### config.mk
export PLATFORM = sky130hd
export DESIGN_NAME = fetch_stage
export DESIGN_NICKNAME = d
export VERILOG_FILES = /design/src/rtl/fetch_stage.sv
export SDC_FILE = /design/constraint.sdc
export NUM_CORES = 1
export LEC_CHECK = 0
export CELL_PAD_IN_SITES_DETAIL_PLACEMENT = 0
export CELL_PAD_IN_SITES_GLOBAL_PLACEMENT = 2
export CORE_MARGIN = 10
export CORE_UTILIZATION = 33
export CTS_CLUSTER_DIAMETER = 200
export DETAILED_ROUTE_END_ITERATION = 16
export DONT_BUFFER_PORTS = 1
export PLACE_DENSITY = 0.79
export REMOVE_ABC_BUFFERS = 1
export SETUP_SLACK_MARGIN = 0.5
export SYNTH_ARGS = -nofsm -noshare
export SYNTH_HDL_FRONTEND = slang
export SYNTH_SLANG_ARGS = --single-unit
export TNS_END_PERCENT = 1
### constraint.sdc
create_clock -name clk -period 1.94 [get_ports clk]
set_input_delay 0.388 -clock clk [delete_from_list [all_inputs] [get_ports clk]]
set_output_delay 0.388 -clock clk [all_outputs]
set_load 0.01 [all_outputs]
### src/rtl/fetch_stage.sv
// Instruction fetch stage: one outstanding imem request, IF/ID pipeline register,
// a hold buffer for responses that arrive during a load-use stall, and stale-response dropping.
module fetch_stage #(
    parameter logic [31:0] RESET_PC  = 32'h0000_0000,
    parameter logic [31:0] NOP_INSTR = 32'h0000_0013
) (
    input  logic        clk,
    input  logic        rst,
    input  logic        pc_write,
    input  logic        stallF_load_hazard,
    input  logic        PCSrcE,
    input  logic [31:0] PCTargetE,
    output logic        imem_req,
    output logic [31:0] imem_addr,
    input  logic        imem_valid,
    input  logic [31:0] imem_rdata,
    output logic [31:0] InstrD,
    output logic [31:0] PCD,
    output logic [31:0] PCPlus4D,
    output logic        validD,
    output logic        fetch_busy
);

    typedef enum logic [1:0] {
        IDLE = 2'd0,
        WAIT = 2'd1,
        DROP = 2'd2,
        HOLD = 2'd3
    } state_t;

    function automatic logic [31:0] pc_plus4(input logic [31:0] pc);
        return pc + 32'd4;
    endfunction

    state_t      state_q, state_d;
    logic [31:0] pcf_q, pcf_d;
    logic [31:0] hold_q, hold_d;
    logic [31:0] instr_q, instr_d;
    logic [31:0] pcd_q, pcd_d;
    logic [31:0] pcp4_q, pcp4_d;
    logic        valid_q, valid_d;
    logic        busy_q;
    logic        busy_d;
    logic        advance_s;
    logic [31:0] idle_instr_s;
    logic        idle_valid_s;
    logic        unused_target_bits_s;

    assign advance_s            = pc_write & stallF_load_hazard;
    assign unused_target_bits_s = ^PCTargetE[1:0];

    // IF/ID contents when nothing new enters: bubble if decode consumes, otherwise hold
    always_comb begin
        if (stallF_load_hazard) begin
            idle_instr_s = NOP_INSTR;
            idle_valid_s = 1'b0;
        end else begin
            idle_instr_s = instr_q;
            idle_valid_s = valid_q;
        end
    end

    // Next-state and IF/ID next-value selection; a redirect outranks every other event
    always_comb begin
        state_d = state_q;
        pcf_d   = pcf_q;
        hold_d  = hold_q;
        instr_d = idle_instr_s;
        valid_d = idle_valid_s;
        pcd_d   = pcd_q;
        pcp4_d  = pcp4_q;
        if (PCSrcE) begin
            pcf_d   = {PCTargetE[31:2], 2'b00};
            hold_d  = 32'h0000_0000;
            instr_d = NOP_INSTR;
            valid_d = 1'b0;
            case (state_q)
                IDLE:    state_d = DROP;
                WAIT:    state_d = imem_valid ? IDLE : DROP;
                HOLD:    state_d = IDLE;
                // A response landing now retires the dropped request; nothing else is outstanding
                DROP:    state_d = imem_valid ? IDLE : DROP;
                default: state_d = IDLE;
            endcase
        end else begin
            case (state_q)
                IDLE: begin
                    state_d = WAIT;
                end
                WAIT: begin
                    if (imem_valid && advance_s) begin
                        instr_d = imem_rdata;
                        valid_d = 1'b1;
                        pcd_d   = pcf_q;
                        pcp4_d  = pc_plus4(pcf_q);
                        pcf_d   = pc_plus4(pcf_q);
                        state_d = IDLE;
                    end else if (imem_valid) begin
                        hold_d  = imem_rdata;
                        instr_d = instr_q;
                        valid_d = valid_q;
                        state_d = HOLD;
                    end else begin
                        state_d = WAIT;
                    end
                end
                HOLD: begin
                    if (advance_s) begin
                        instr_d = hold_q;
                        valid_d = 1'b1;
                        pcd_d   = pcf_q;
                        pcp4_d  = pc_plus4(pcf_q);
                        pcf_d   = pc_plus4(pcf_q);
                        state_d = IDLE;
                    end else begin
                        state_d = HOLD;
                    end
                end
                DROP: begin
                    state_d = imem_valid ? IDLE : DROP;
                end
                default: begin
                    state_d = IDLE;
                end
            endcase
        end
        busy_d = (state_d == WAIT) || (state_d == DROP);
    end

    // Fetch FSM, PC, hold buffer and IF/ID register
    always_ff @(posedge clk) begin
        if (rst) begin
            state_q <= IDLE;
            pcf_q   <= RESET_PC;
            hold_q  <= 32'h0000_0000;
            instr_q <= NOP_INSTR;
            valid_q <= 1'b0;
            pcd_q   <= 32'h0000_0000;
            pcp4_q  <= 32'h0000_0000;
            busy_q  <= 1'b0;
        end else begin
            state_q <= state_d;
            pcf_q   <= pcf_d;
            hold_q  <= hold_d;
            instr_q <= instr_d;
            valid_q <= valid_d;
            pcd_q   <= pcd_d;
            pcp4_q  <= pcp4_d;
            busy_q  <= busy_d;
        end
    end

    // Request is a decode of the registered state, suppressed while reset is held
    assign imem_req   = (state_q == IDLE) && !rst;
    assign imem_addr  = pcf_q;
    assign InstrD     = instr_q;
    assign PCD        = pcd_q;
    assign PCPlus4D   = pcp4_q;
    assign validD     = valid_q;
    assign fetch_busy = busy_q;

endmodule

==> out/metrics.csv <==
stage,metric,value,unit
worst_setup_path,max incr delay on CP,510,ps
synthesis,number of synthesized flops with an enable pin,0,
timing,clk_skew,12.2,ps
worst_setup_path,Crit. path cell count,7,
clock_network,Clock transition at path regs,70,ps
placed_design,Placed Area,7830,um^2
timing,Worst Hold Slack,28.2,ps
worst_setup_path,nature of the critical path startpoint,flip-flop,
floorplanning,Die Span Y,167,um
cells_and_area,Register Area,3180,um^2
synthesis,register area share after synthesis,44.4,%
worst_setup_path,Worst Path Buf+Inv,2,
worst_setup_path,CP top delay family,simple AND/OR/NAND/NOR gates,
min_path,hold path cells,1,
floorplanning,Rows,53,
grt,gr usage total,16.1,%
timing,RSZ-0062 raised after global routing,true,
power,LEAKAGE,0.00297,uW
worst_setup_path,Worst Reg-to-Reg Cells,7,
worst_setup_path,crit path max-delay cell type,or4_1,
cells_and_area,area grow syn2layout,23.7,%
route,DRC viols,0,
synthesis,post-synthesis cell area,7120,um^2
clock_network,CTS Sinks,158,
power,worst vdd ir,0.511,mV
route,vias per cell,5.54,
min_path,HP Class,in2reg,
route,Wirelength per Cell,20.2,um
worst_setup_path,worst endpoint required time,2270,ps
timing,final hold violations,0,
synthesis,"Async S/R FF share, synth",0,%
route,DR vias,6511,
floorplanning,Initial Utilization,33.7,%
synthesis,Syn Inst Count,856,
floorplanning,IO Pins,201,
timing,Worst Max-Slew Pin Slew,553,ps
timing,period utilization,97.9,%
cells_and_area,diodes inserted,0,
job,Max-Cap Viols,0,
synthesis,syn avg cell area,8.32,um^2
clock_network,CTS tree,built,
outcome,status,"complete, no violations",
cells_and_area,share of layout cells above drive strength 1,20.0,%
worst_setup_path,crit-path max FO,6,
clock_network,H-tree levels,4,
placed_design,post-detail-place hpwl,16300,um
grt,largest net degree at the start of global routing,104,
worst_setup_path,nature of the critical path endpoint,flip-flop,
clock_network,Clock Path Buffers,2,
timing,Max Slew Vio Count,0,
synthesis,Synth Flop Type,dfxtp_1,
clock_network,root buffer cell,clkbuf_16,
floorplanning,core area,21200,um^2
cells_and_area,Finished Layout Cells,1176,
route,Post-DRT Antenna Nets,0,
synthesis,synth unique cells,55,
grt,vias in the first global route,6086,
route,final WL,23700,um
cells_and_area,# fillers,2141,
floorplanning,Die ar.,27800,um^2
timing,Highest Clock Rate,0.527,GHz
route,initial drt markers,530,
floorplanning,Die X,167,um
grt,first-pass GRT wire length,36300,um
worst_setup_path,critical path cell sequence,inv_2 > ha_4 > mux2_4 > nand2_8 > buf_12 > or4_1 > a311oi_1,
synthesis,Yosys Warn Count,0,
placed_design,Port-buffer cells,0,
clock_network,clk_lat worst skew,430,ps
placed_design,post-place setup slack,-52.2,ps
worst_setup_path,Setup CP Type,reg2reg,
timing,"Setup violations, final",0,
power,pwr/cell area,826,nW/um^2
timing,post-route setup TNS,0,ps
grt,total gr overflow,0,
route,First-pass DRT Iterations,6,
cells_and_area,Multi-input gate area,3760,um^2
timing,final setup margin,41.6,ps
worst_setup_path,CP arrival,2230,ps
placed_design,routability cong.,0.788,
grt,initial antenna violation count,0,
cells_and_area,"Design Area, Final",8810,um^2
clock_network,CTS buffer count,17,
placed_design,DP Cell Count,1129,
cells_and_area,Nets,965,
timing,Slew HR,63.0,%
synthesis,register bit total from synthesis,158,
timing,crit path time final,1900,ps
## where the power goes
part | leakage (uW) | total, uW | switching, uW | internal, uW
registers | 0.00129 | 3380 | 66.5 | 3310
logic | 0.00142 | 613 | 355 | 259
clock network | 0.000266 | 3280 | 1490 | 1790
total | 0.00297 | 7270 | 1910 | 5360
## synthesized netlist by cell type, drive strengths merged (2+ instances only)
library cell / count / area [um^2]
a211oi: 24 / 180
buf: 34 / 208
nor2b: 2 / 12.5
or2: 2 / 12.5
mux2i: 2 / 20.0
clkbuf: 53 / 199
nand3: 16 / 85.1
a21oi: 73 / 365
and4: 9 / 80.1
nor3b: 7 / 52.6
a22oi: 8 / 60.1
ha: 6 / 75.1
or3: 16 / 100
nand4b: 2 / 17.5
nor3: 6 / 30.0
dfxtp: 158 / 3160
nor2: 86 / 323
nor4: 6 / 37.5
a31oi: 8 / 50.1
or4: 16 / 120
o21ai: 29 / 145
nand2: 144 / 543
a221oi: 4 / 35.0
nand2b: 2 / 12.5
nor4b: 2 / 17.5
and2: 6 / 37.5
a22o: 4 / 35.0
a311oi: 21 / 184
o21bai: 7 / 52.6
o31ai: 12 / 90.1
xor2: 8 / 70.1
and3: 8 / 50.1
nand4: 19 / 179
xnor2: 13 / 114
a222oi: 25 / 250
inv: 8 / 30.0
## sequential cells by signal, indices dropped and copies added, names as in the netlist
register,cells
PCD,30
validD,1
PCPlus4D,30
state_q,2
InstrD,32
fetch_busy,1
imem_addr,30
hold_q,32
## cell type report
| type | count | share of cell area (%) |
|---|---|---|
| repair buffers | 96 | 10.6 |
| clock buffers | 18 | 4.87 |
| flip-flops and latches | 158 | 36.1 |
| inverters | 8 | 0.341 |
| clock inverters | 13 | 1.48 |
| multi-input cells | 608 | 42.7 |
| well taps | 275 | 3.91 |
## cell usage in the layout (no fill, tap or decap), types with 11 or more instances in the layout
cell type,n
a211oi_1,22
a21oi_1,70
a222oi_1,25
a311oi_1,18
buf_12,11
buf_4,74
clkbuf_16,18
dfxtp_1,148
nand2_1,142
nand3_1,14
nand4_1,15
nor2_1,84
o21ai_0,26
o31ai_1,12
or3_1,16
or4_1,16
xnor2_1,13
## layer usage
metal / up-vias / share of wire [%] / wire length, um / global-route usage (%)
met2: 203 / 47 / 11100 / 24.9
met4: 0 / 1.1 / 264 / 4.89
li1: 3155 / - / - / -
met3: 17 / 11 / 2560 / 7.13
met1: 3136 / 42 / 9850 / 19.6
met5: - / 0 / 0 / 0
## repair_timing
| item | 4_1_cts | 5_1_grt |
|---|---|---|
| hold endpoints to repair | 0 | 1 |
| gates cloned | 1 | 0 |
| endpoints found under the setup margin | 162 | 163 |
| buffers inserted | 10 | 4 |
| hold buffers | 0 | 1 |
| gates resized for setup | 16 | 57 |
| pin swaps | 12 | 31 |
## logic make-up (layout without fill, tap and decap cells)
family / Yosys count / in the layout / share of synthesized area, %
AOI/OAI and AO/OA: 222 / 222 / 21.2
DFF: 158 / 158 / 44.4
xor gates and xnor gates: 21 / 21 / 2.58
and+or+nand+nor: 350 / 350 / 24.1
adders and majority gates: 6 / 6 / 1.05
other: 1 / 6 / 0.0527
muxes: 3 / 3 / 0.439
buffers and inverters: 95 / 135 / 6.13
## worst reg2reg max path: stages, from the launching register on
cell	delay (ps)
dfxtp_2	350
inv_2	50
ha_4	160
mux2_4	250
nand2_8	80
buf_12	140
or4_1	520
a311oi_1	260
## stage by stage
stage / utilization, % / power [uW]
floorplan: - / 3760
global placement: 37.0 / 4010
detailed placement: 37.0 / 4010
CTS: 40.4 / 7320
global route: 41.6 / 7560
finish: 41.6 / 7270
## path summary, 6_finish.rpt
kind	from	slack, ps	to
max	state_q[1]$_SDFF_PP0_	40	imem_addr[19]$_SDFFE_PP0P_
min	rst	30	PCD[24]$_SDFFE_PP0P_
max reg2reg	state_q[1]$_SDFF_PP0_	40	imem_addr[19]$_SDFFE_PP0P_
min reg2reg	hold_q[19]$_SDFFE_PP0P_	450	hold_q[19]$_SDFFE_PP0P_
No activity file was read; power rests on OpenSTA's default activity.
